--- config.mk ---
export PLATFORM = sky130hd
export DESIGN_NAME = mult_sequencer
export DESIGN_NICKNAME = d
export VERILOG_FILES = /design/src/rtl/mult_sequencer.sv
export SDC_FILE = /design/constraint.sdc
export NUM_CORES = 1
export LEC_CHECK = 0
export BUFFER_PORTS_ARGS = -buffer_cell sky130_fd_sc_hd__buf_2
export CORE_MARGIN = 5
export CORE_UTILIZATION = 35
export CTS_CLUSTER_SIZE = 40
export DETAILED_ROUTE_END_ITERATION = 16
export PLACE_DENSITY = 0.57
export SLEW_MARGIN = 10
export SYNTH_ARGS = -nofsm -noshare
export SYNTH_HDL_FRONTEND = slang
export SYNTH_SLANG_ARGS = --single-unit
--- constraint.sdc ---
create_clock -name clk -period 6.47 [get_ports clk]
set_input_delay 0.3235 -clock clk [delete_from_list [all_inputs] [get_ports clk]]
set_output_delay 0.3235 -clock clk [all_outputs]
set_load 0.01 [all_outputs]
--- src/rtl/mult_sequencer.sv ---
// Operand-pair FIFO feeding a fixed-latency external multiplier; captures and holds each product.
// Optional accumulator of handshaken products is enabled by defining MULT_SEQ_ACCUM_EN.
module mult_sequencer #(
    parameter int unsigned MUL_LATENCY = 12,
    parameter int unsigned FIFO_DEPTH  = 4
) (
    input  logic        clk,
    input  logic        rst,
    input  logic        in_valid,
    output logic        in_ready,
    input  logic [3:0]  in_a,
    input  logic [3:0]  in_b,
    output logic        mul_start,
    output logic [3:0]  mul_in_1,
    output logic [3:0]  mul_in_2,
    input  logic [7:0]  mul_out,
    output logic        res_valid,
    input  logic        res_ready,
    output logic [7:0]  res_data,
`ifdef MULT_SEQ_ACCUM_EN
    input  logic        acc_clr,
    output logic [11:0] acc_out,
`endif
    output logic        busy
);

    localparam int unsigned AW    = (FIFO_DEPTH > 1) ? $clog2(FIFO_DEPTH) : 1;
    localparam int unsigned CNT_W = 6;

    typedef enum logic [1:0] {
        IDLE,
        ISSUE,
        WAIT,
        HOLD
    } state_e;

    state_e             state_q, state_d;
    logic [CNT_W-1:0]   cnt_q, cnt_d;
    logic [3:0]         op_a_q, op_a_d;
    logic [3:0]         op_b_q, op_b_d;
    logic [7:0]         res_data_q, res_data_d;

    logic [7:0]         mem_q [FIFO_DEPTH];
    logic [AW-1:0]      wr_ptr_q, wr_ptr_d;
    logic [AW-1:0]      rd_ptr_q, rd_ptr_d;
    logic [AW:0]        fill_q, fill_d;

    logic               fifo_empty;
    logic               fifo_full;
    logic               push;
    logic               pop;
    logic [7:0]         head;

    assign fifo_empty = (fill_q == '0);
    assign fifo_full  = (fill_q == (AW+1)'(FIFO_DEPTH));
    assign head       = mem_q[rd_ptr_q];

    assign push = in_valid && !fifo_full;
    // The head is popped on the IDLE->ISSUE edge so operands are already valid while mul_start is high.
    assign pop  = (state_q == IDLE) && !fifo_empty;

    // ---------------- FIFO ----------------
    always_comb begin
        wr_ptr_d = wr_ptr_q;
        rd_ptr_d = rd_ptr_q;
        fill_d   = fill_q;
        if (push) begin
            wr_ptr_d = wr_ptr_q + AW'(1);
        end
        if (pop) begin
            rd_ptr_d = rd_ptr_q + AW'(1);
        end
        case ({push, pop})
            2'b10:   fill_d = fill_q + (AW+1)'(1);
            2'b01:   fill_d = fill_q - (AW+1)'(1);
            default: fill_d = fill_q;
        endcase
    end

    always_ff @(posedge clk) begin
        if (push) begin
            mem_q[wr_ptr_q] <= {in_a, in_b};
        end
    end

    always_ff @(posedge clk or negedge rst) begin
        if (!rst) begin
            wr_ptr_q <= '0;
            rd_ptr_q <= '0;
            fill_q   <= '0;
        end else begin
            wr_ptr_q <= wr_ptr_d;
            rd_ptr_q <= rd_ptr_d;
            fill_q   <= fill_d;
        end
    end

    // ---------------- Sequencer FSM ----------------
    always_comb begin
        state_d    = state_q;
        cnt_d      = cnt_q;
        op_a_d     = op_a_q;
        op_b_d     = op_b_q;
        res_data_d = res_data_q;
        case (state_q)
            IDLE: begin
                if (!fifo_empty) begin
                    op_a_d  = head[7:4];
                    op_b_d  = head[3:0];
                    state_d = ISSUE;
                end
            end
            ISSUE: begin
                cnt_d   = CNT_W'(MUL_LATENCY - 1);
                state_d = WAIT;
            end
            WAIT: begin
                if (cnt_q == '0) begin
                    res_data_d = mul_out;
                    state_d    = HOLD;
                end else begin
                    cnt_d = cnt_q - CNT_W'(1);
                end
            end
            HOLD: begin
                if (res_ready) begin
                    state_d = IDLE;
                end
            end
            default: state_d = IDLE;
        endcase
    end

    always_ff @(posedge clk or negedge rst) begin
        if (!rst) begin
            state_q    <= IDLE;
            cnt_q      <= '0;
            op_a_q     <= '0;
            op_b_q     <= '0;
            res_data_q <= '0;
        end else begin
            state_q    <= state_d;
            cnt_q      <= cnt_d;
            op_a_q     <= op_a_d;
            op_b_q     <= op_b_d;
            res_data_q <= res_data_d;
        end
    end

    assign in_ready  = !fifo_full;
    assign mul_start = (state_q == ISSUE);
    assign mul_in_1  = op_a_q;
    assign mul_in_2  = op_b_q;
    assign res_valid = (state_q == HOLD);
    assign res_data  = res_data_q;
    assign busy      = (state_q != IDLE) || !fifo_empty;

`ifdef MULT_SEQ_ACCUM_EN
    // ---------------- Product accumulator ----------------
    logic [11:0] acc_q, acc_d;

    always_comb begin
        acc_d = acc_q;
        if (acc_clr) begin
            acc_d = '0;
        end else if ((state_q == HOLD) && res_ready) begin
            acc_d = acc_q + {4'b0000, res_data_q};
        end
    end

    always_ff @(posedge clk or negedge rst) begin
        if (!rst) begin
            acc_q <= '0;
        end else begin
            acc_q <= acc_d;
        end
    end

    assign acc_out = acc_q;
`endif

endmodule
# Yosys cells after proc, flatten, opt, wreduce, memory -nomap -nowiden
# Memory sizes are Yosys's and may differ from the RTL's. A register that Yosys moved wholly into a read port is not among the register bits.
# Cells that the tools add are included.
# word_totals
regBits	23
mem_bits_rw	32
elab_cells	48
mem_count	1
# classes
addsub	5
eq_ne	10
n_mux	9
bitwise	1
n_reduce_logical	16
# memory_table
name	words	width	read_ports	rd_clocked_by_memory_dff	write_ports	line	rtl
mem_q	4	8	1	1	1	43	logic [7:0] mem_q [FIFO_DEPTH];
# op_table
op	count
case mux 6 bit (2 select lines)	1
case mux 2 bit (4 select lines)	1
equality test 2 bit, second input constant	3
zero test 6 bit	1
2-to-1 mux 2 bit	3
2-to-1 mux 6 bit	1
inequality test 2 bit, second input constant	3
case mux 3 bit (2 select lines)	1
AND reduction 2 bit	3
nonzero test 2 bit	3
subtractor 6 x 1 -> 6 bit, second input constant	1
adder 2 x 1 -> 2 bit, second input constant	2
equality test 2 x 1 -> 1 bit, second input constant	2
adder 3 x 1 -> 3 bit, second input constant	1
equality test 3 bit, second input constant	1
zero test 1 bit	3
zero test 3 bit	1
AND reduction 3 bit	1
subtractor 3 x 1 -> 3 bit, second input constant	1
logical AND 1 bit	2
zero test 2 bit	1
2-to-1 mux 1 bit	2
inequality test 2 x 1 -> 1 bit, second input constant	1
logical OR 1 bit	1
inverter 1 bit	1

# Longest topological paths before layout
# Gate-level depths: netlist of the first run.
# depth
word_depth	5
mapped_depth	10
depth_no_buf	10

# Worst setup path after synthesis of the first run
# OpenSTA, ideal clock, no wires.
# synth_timing
path_kind	register -> register
start	register fill_q[0]
end	register fill_q[2]
setup_time_ps	79
t_arrival_ps	2090
t_required_ps	6391
setup_slack_ps	4300
path_stages_with_launch	10
path_buffers	0
synth_period_minus_slack_ps	2170
cell_sequence	dfrtp_1 > or3b_1 > and2_1 > inv_1 > ha_1 > inv_1 > fa_1 > xor2_1 > nor2_1 > xor2_1
# synth_via
elab_chain_len	5
# synth_rtl
element	line	rtl
start, declared	46	logic [AW:0] fill_q, fill_d;
start signal, assigned	94	fill_q <= fill_d;
equality test 3 bit *	55	assign fifo_full = (fill_q == (AW+1)'(FIFO_DEPTH));
zero test 1 bit *	n/a	
via in_ready	10	output logic in_ready,
logical AND 1 bit *	58	assign push = in_valid && !fifo_full;
equality test 2 x 1 -> 1 bit or equality test 2 bit (tied branches)	73	case ({push, pop})
case mux 3 bit (2 select lines) or nonzero test 2 bit (tied branches)	n/a	
# The timed path passes the listed nets; every way through them passes the cells marked *.
# A chain may end at the register's enable or synchronous reset.

# Worst setup path after layout of the first run
# layout_timing
start	register fill_q[0]
end	register fill_q[2]
# layout_via
elab_chain_len	5
# layout_rtl
element	line	rtl
zero test 3 bit *	54	assign fifo_empty = (fill_q == '0);
zero test 1 bit *	60	assign pop = (state_q == IDLE) && !fifo_empty;
logical AND 1 bit *	60	
via pop	51	logic pop;
equality test 2 x 1 -> 1 bit or equality test 2 bit (tied branches)	73	
case mux 3 bit (2 select lines) or nonzero test 2 bit (tied branches)	n/a	
# Marks and branches as above.

==> results of run 1 <==
## metrics by stage
step           setup WS (ns)  power, mW  std cells  cell area [µm²]  utilization
3_5_place_dp           4.132      1.183        320             2992       0.3933
4_1_cts                4.135      1.578        336             3219       0.4232
3_3_place_gp           4.224      1.181        320             2992       0.3933
2_1_floorplan          4.300      1.018        182             2683            -
6_report               4.159      1.551        336             3219       0.4232
5_1_grt                3.938      1.673        336             3219       0.4232
## worst paths after layout
| path | start | end | slack (ns) |
|---|---|---|---|
| worst max-delay path | fill_q[0] | fill_q[2] | 4.16 |
| worst min-delay path | rst | cnt_q[5] | 0.03 |
| worst max register to register | fill_q[0] | fill_q[2] | 4.16 |
| worst min register to register | mul_in_2[3] | mul_in_2[3] | 0.48 |
| max in group asynchronous | rst | wr_ptr_q[1] | 5.98 |
| min in group clk | in_b[3] | mem_q[0][3] | 0.20 |
## cell type report
type                            count  area, µm²  share of cell area
Sequential cell                    63       1737              0.5394
Timing Repair Buffer               39      195.2             0.06063
Multi-Input combinational cell    103      883.3              0.2744
Clock inverter                      7      103.9             0.03226
Tap cell                          102      127.6             0.03964
Clock buffer                        9      123.9             0.03848
Inverter                           13      48.80             0.01516
## Yosys cell counts (all sizes together)
cell / instances / share of area
fa: 1 / 0.0075
o211ai: 4 / 0.011
a22o: 1 / 0.0033
mux2: 9 / 0.038
nand2b: 2 / 0.0047
nor2: 5 / 0.0070
a21o: 2 / 0.0061
o22ai: 1 / 0.0023
buf: 2 / 0.0037
a211o: 1 / 0.0033
ha: 11 / 0.051
or3b: 1 / 0.0033
nor3b: 1 / 0.0028
nand2: 27 / 0.038
o211a: 1 / 0.0037
edfxtp: 32 / 0.36
dfrtp: 31 / 0.29
and2: 1 / 0.0023
a211oi: 1 / 0.0028
inv: 13 / 0.018
o31ai: 3 / 0.010
xor2: 2 / 0.0065
o21ai: 1 / 0.0019
or4b: 1 / 0.0037
mux4: 8 / 0.067
or3: 1 / 0.0023
a21oi: 2 / 0.0037
clkbuf: 1 / 0.0014
and3: 5 / 0.012
or4: 1 / 0.0028
nor2b: 1 / 0.0023
xnor2: 4 / 0.013
nand3: 2 / 0.0056
mux2i: 3 / 0.011
## worst max-delay path, stage by stage (launching register included)
cell	delay, ns
dfrtp_1	0.43
o31ai_2	0.69
inv_2	0.22
ha_1	0.27
inv_1	0.07
fa_1	0.17
xor2_1	0.14
nor2_1	0.06
xor2_1	0.14
## layer usage
layer,part of all wire,vias to the layer above,track usage
met3,0.029,11,0.02584
li1,-,753,-
met2,0.48,20,0.1608
met5,0,-,0
met4,0.025,0,0.06390
met1,0.47,778,0.1467
## registers in the layout, indices dropped and copies added (netlist names)
register  flops
rd_ptr_q      2
mem_q        32
state_q       2
mul_in_2      4
wr_ptr_q      2
cnt_q         6
res_data      8
fill_q        3
mul_in_1      4
## power by group
group	leakage (nW)	switching, mW	total, mW	internal (mW)
sequential	0.664	0.0957	0.656	0.561
clock	0.114	0.163	0.384	0.221
combinational	0.601	0.267	0.510	0.243
## cells by family (layout without fill, tap and decap cells)
logic type,Yosys count,in the layout,share of synthesized area
buffers and inverters,16,68,0.02332
adders and majority gates,12,12,0.05877
DFF,63,63,0.6474
and+or+nand+nor,48,48,0.08629
AOI/OAI and AO/OA,17,17,0.04851
muxes,20,20,0.1161
xor gates and xnor gates,6,6,0.01959
==> summary.md, run 1 <==
| Metric | Value |
|---|---|
| Status | `finished clean` |
| Syn avg cell area | `14.74 µm²` |
| Global-route wire length before repair | `8135 µm` |
| Initial antenna violation count | `0` |
| Htree depth | `3` |
| Pwr per Cell Area | `481.8 nW/µm²` |
| DR pass1 iterations | `4` |
| Mapped Cells | `182` |
| Leak | `1.379 nW` |
| CTS tree | `done` |
| Sequential share of the synthesized area | `0.6474` |
| # Post-CTS Setup Buffers | `0` |
| Final wirelength | `4815 µm` |
| Worst hold-check path type | `input pin to async pin` |
| Die Y | `97.55 µm` |
| CTS max path bufs | `2` |
| Total of max-cap violations | `0` |
| Most frequent cells in the layout | `buf_2, edfxtp_1, dfrtp_1, nand2_1, inv_1` |
| Mapped Nets | `214` |
| Reg2reg path depth | `8` |
| Nets | `261` |
| Die area | `9515 µm²` |
| DRC | `0` |
| Peak supply drop | `0.2381 mV` |
| Layout cell share with drive strength beyond 1 | `0.3248` |
| Hold Vio Cnt, Final | `0` |
| Slew Viols, Final | `0` |
| P&R area growth vs syn | `20.01%` |
| Register bit total from synthesis | `63` |
| Final setup TNS | `0 ns` |
| Die W | `97.55 µm` |
| Routed len/inst | `14.33 µm` |
| Worst-Skew Late Latency | `0.34 ns` |
| Worst-path clk slew | `0.07 ns` |
| Min Clock Period, post-route | `2.311 ns` |
| Row cnt | `32` |
| Fillers | `732` |
| Largest net degree at the start of global routing | `32` |
| Clk sinks | `63` |
| Gr ovfl total | `0` |
| CP arrival | `2.54 ns` |
| Root Buffer | `clkbuf_8` |
| Gr usage total | `0.1093` |
| I/O pin cnt | `40` |
| Worst hold slack | `0.03091 ns` |
| Post-cts sizing count | `0` |
| Routability-driven placement congestion ratio | `0.7565` |
| Post-synth cell types | `38` |
| Diodes inserted | `0` |
| Via Count | `1562` |
| Most common cell after layout, fill and taps aside | `buf_2` |
| Tcrit/Tclk final | `0.3573` |
| Max-slew headroom | `0.4773` |
| Synthesized cell area | `2683 µm²` |
| RSZ-0062 raised after global routing | `false` |
| Vias in the first global route | `1604` |
| CP startpoint kind | `flop` |
| Max Fclk | `432.6 MHz` |
| # hold bufs at CTS | `0` |
| Cts bufs inserted | `9` |
| 1st-iter DRT viols | `54` |
| Setup CP Type | `flop to flop` |
| Number of port buffers | `39` |
| Crit end category | `flop` |
| Required @ worst endpoint | `6.69 ns` |
| Final Skew | `0.008842 ns` |
| Initial Util | `0.3526` |
| Critical Path Fanout Max | `10` |
| Ys Warns | `0` |
| Antenna-violating nets left | `0` |
| Worst Tran Pin Value | `0.7793 ns` |
| Routed vias/inst | `4.649` |
| Endpoints failing setup | `0` |
| Core region area | `7607 µm²` |
| DP Wirelength | `3385 µm` |
Note: power is estimated with default switching activity, not from simulation.
==> run 2: changes to the inputs <==
PLACE_DENSITY = 0.59   (was 0.57)
clock period = 2.1 ns   (was 6.47 ns; I/O delays follow)
==> run 2 against run 1 <==
  * Sequential power rose to 2.9 times the previous value
  * Via count up 7.0%
  * Maximum frequency up 17%
  * Total power rose to 3.2 times the previous value
  * Sequential share of layout area down 3.7 points
  * Design area up 7.5%
  * First-iteration DRC count down 15%
  * Clock power rose to 3.0 times the previous value
==> summary.md, run 2 (synthesis results as in run 1) <==
| Metric | Value |
|---|---|
| Status | `finished clean` |
| CP arrival | `2.22 ns (-0.32 ns)` |
| Multi-input gate area | `903.4 µm² (+2.3%)` |
| Routability-driven placement congestion ratio | `0.7379 (-2.5%)` |
| Worst-Skew Late Latency | `0.33 ns (about the same)` |
| Gate power share | `0.372 (+0.043)` |
| Pint | `3.340 mW (+230%)` |
| Cts bufs inserted | `9 (unchanged)` |
| Pwr per Cell Area | `1428 nW/µm² (+200%)` |
| Max-slew headroom | `0.5204 (+0.04307)` |
| DR pass1 iterations | `4 (unchanged)` |
| Most common cell after layout, fill and taps aside | `buf_2` |
| Largest net degree at the start of global routing | `32 (unchanged)` |
| Routed len/inst | `13.55 µm (-5.4%)` |
| Final setup TNS | `0 ns (unchanged)` |
| Min Clock Period, post-route | `1.968 ns (-0.3436 ns)` |
| Antenna-violating nets left | `0 (unchanged)` |
| Layout cell share with drive strength beyond 1 | `0.3475 (+0.02270)` |
| Total of max-cap violations | `0 (unchanged)` |
| Diodes inserted | `0 (unchanged)` |
| Final Util | `0.4548 (+0.03158)` |
| 1st-iter DRT viols | `46 (-15%)` |
| Die W | `97.55 µm (unchanged)` |
| Crit end category | `flop` |
| Part of the power in registers | `0.392 (-0.031)` |
| Tcrit/Tclk final | `0.9371 (+0.5798)` |
| Post-route cell area | `3460 µm² (+7.5%)` |
| Core region area | `7607 µm² (unchanged)` |
| Largest register FFs | `32 (unchanged)` |
| Die area | `9515 µm² (unchanged)` |
| Required @ worst endpoint | `2.36 ns (-4.33 ns)` |
| Psw | `1.600 mW (+200%)` |
| Via Count | `1671 (+7.0%)` |
| Crit path max-delay cell type | `or3b_4` |
| Clk sinks | `63 (unchanged)` |
| Largest Register | `mem_q` |
| Critical Path Max Stage Delay | `0.40 ns (-0.29 ns)` |
| I/O pin cnt | `40 (unchanged)` |
| Number of port buffers | `39 (unchanged)` |
| Overall power | `4.940 mW (+220%)` |
| Peak supply drop | `0.6136 mV (+160%)` |
| Root Buffer | `clkbuf_8` |
| Worst hold-check path type | `input pin to flop` |
| Initial Util | `0.3526 (unchanged)` |
| Vias in the first global route | `1663 (+3.7%)` |
| Gr usage total | `0.1107 (+0.001436)` |
| Setup CP Type | `flop to flop` |
| Initial antenna violation count | `0 (unchanged)` |
| Worst r2r src | `fill_q[0]` |
| Reg2reg path depth | `9 (+1)` |
| Final wirelength | `4893 µm (+1.6%)` |
| P&R area growth vs syn | `28.96%` |
| Critical Path Fanout Max | `3 (-7)` |
| Worst-path clk slew | `0.07 ns (about the same)` |
| CP startpoint kind | `flop` |
| Sw frac | `0.3238 (-0.01514)` |
| Gr ovfl total | `0 (unchanged)` |
| CTS tree | `done` |
| FF+latch area | `1737 µm² (unchanged)` |
| Final Skew | `0.008826 ns (-0.00001682 ns)` |
| Routed vias/inst | `4.629 (-0.43%)` |
| CP dominant cell by count | `xor2_1` |
| Row cnt | `32 (unchanged)` |
| Endpoints failing setup | `0 (unchanged)` |
| CP cell instances | `or3b_4 > and2_4 > inv_2 > ha_4 > inv_1 > fa_2 > xor2_1 > nor2_1 > xor2_1` |
| RSZ-0062 raised after global routing | `false` |
| Fillers | `715 (-2.3%)` |
| Max Fclk | `508.2 MHz (+17%)` |
| Worst R2R Setup Slack | `0.13 ns (-4.03 ns)` |
| Htree depth | `3 (unchanged)` |
| Worst Tran Pin Value | `0.7194 ns (-0.05992 ns)` |
| Levels on crit path | `9 (+1)` |
| Clk pwr share | `0.236 (-0.012)` |
| Worst setup endpoint | `fill_q[2]` |
| FF-to-FF End | `fill_q[2]` |
| DRC | `0 (unchanged)` |
| Die Y | `97.55 µm (unchanged)` |
| DP Wirelength | `3332 µm (-1.6%)` |
| Nets | `286 (+9.6%)` |
| Dpl cell area | `3069 µm² (+2.6%)` |
| CP startpoint | `fill_q[0]` |
| Delay-heaviest family, CP | `simple AND/OR/NAND/NOR gates` |
| WP buf/inv | `2 (unchanged)` |
| Global-route wire length before repair | `8224 µm (+1.1%)` |
| Hold path cells | `1` |
| Most frequent cells in the layout | `buf_2, edfxtp_1, dfrtp_1, nand2_1, dlygate4sd3_1` |
| CTS max path bufs | `2 (unchanged)` |
| Leak | `1.487 nW (+7.8%)` |
| Hold Vio Cnt, Final | `0 (unchanged)` |
| Slew Viols, Final | `0 (unchanged)` |
| Worst hold slack | `0.01330 ns (-0.01761 ns)` |
==> run 2: changes by cell type in the layout (fill, tap and decap cells not counted), sizes merged <==
| cell | delta |
|---|---|
| dlygate4sd3 | +15 |
| inv | -2 |
| clkinvlp | +1 |
| clkinv | -1 |
| clkbuf | +2 |
| buf | +10 |
==> run 2: through the flow <==
stage | std cells | setup slack, ns
final | 361 | 0.1321
after global routing | 361 | 0.02064
after CTS | 361 | 0.03735
after detailed placement | 329 | 0.01561
after global placement | 329 | 0.07642
after floorplan | 182 | 0.03319
==> run 2: metal layers <==
metal  share of wire  up-vias  track usage  wire length (µm)
met3           0.022       10      0.01938               110
li1                -      804            -                 -
met4           0.025        0      0.06390               121
met5               0        -            0                 0
met2            0.52       25       0.1834              2540
met1            0.43      832       0.1353              2121
==> run 2: how the worst min path moves through the flow <==
stage               startpoint           to  slack [ns]
global route           in_b[0]  mem_q[2][0]       0.005
CTS                    in_b[0]  mem_q[1][0]      0.0003
global placement           rst     cnt_q[2]        0.21
finish                 in_b[0]  mem_q[1][0]        0.01
detailed placement         rst     cnt_q[2]        0.21
floorplan                  rst     cnt_q[0]       -0.19
==> run 2: what timing repair did <==
action                                  in CTS  in global routing
endpoints found under the setup margin       1                  1
pin swaps                                    0                  3
hold buffers                                15                  0
hold endpoints to repair                    66                  0
buffers inserted                             1                  0
cloned                                       0                  0
resized for setup                            0                  2
==> run 2: area by class of cell <==
class / count / share of cell area
clock buffer: 11 / 0.04087
sequential: 63 / 0.5020
tap: 102 / 0.03689
timing repair buffer: 64 / 0.1215
multi-input combinational: 103 / 0.2611
inverter: 13 / 0.01410
clock inverter: 5 / 0.02351
==> run 2: power by group through the flow <==
stage | registers, mW | clock network, mW | logic, mW
finish | 1.93 | 1.17 | 1.84
global route | 1.98 | 1.24 | 2.09
CTS | 1.94 | 1.19 | 1.86
detailed placement | 1.98 | 0 | 1.81
global placement | 1.96 | 0 | 1.78
floorplan | 2.00 | 0 | 1.16
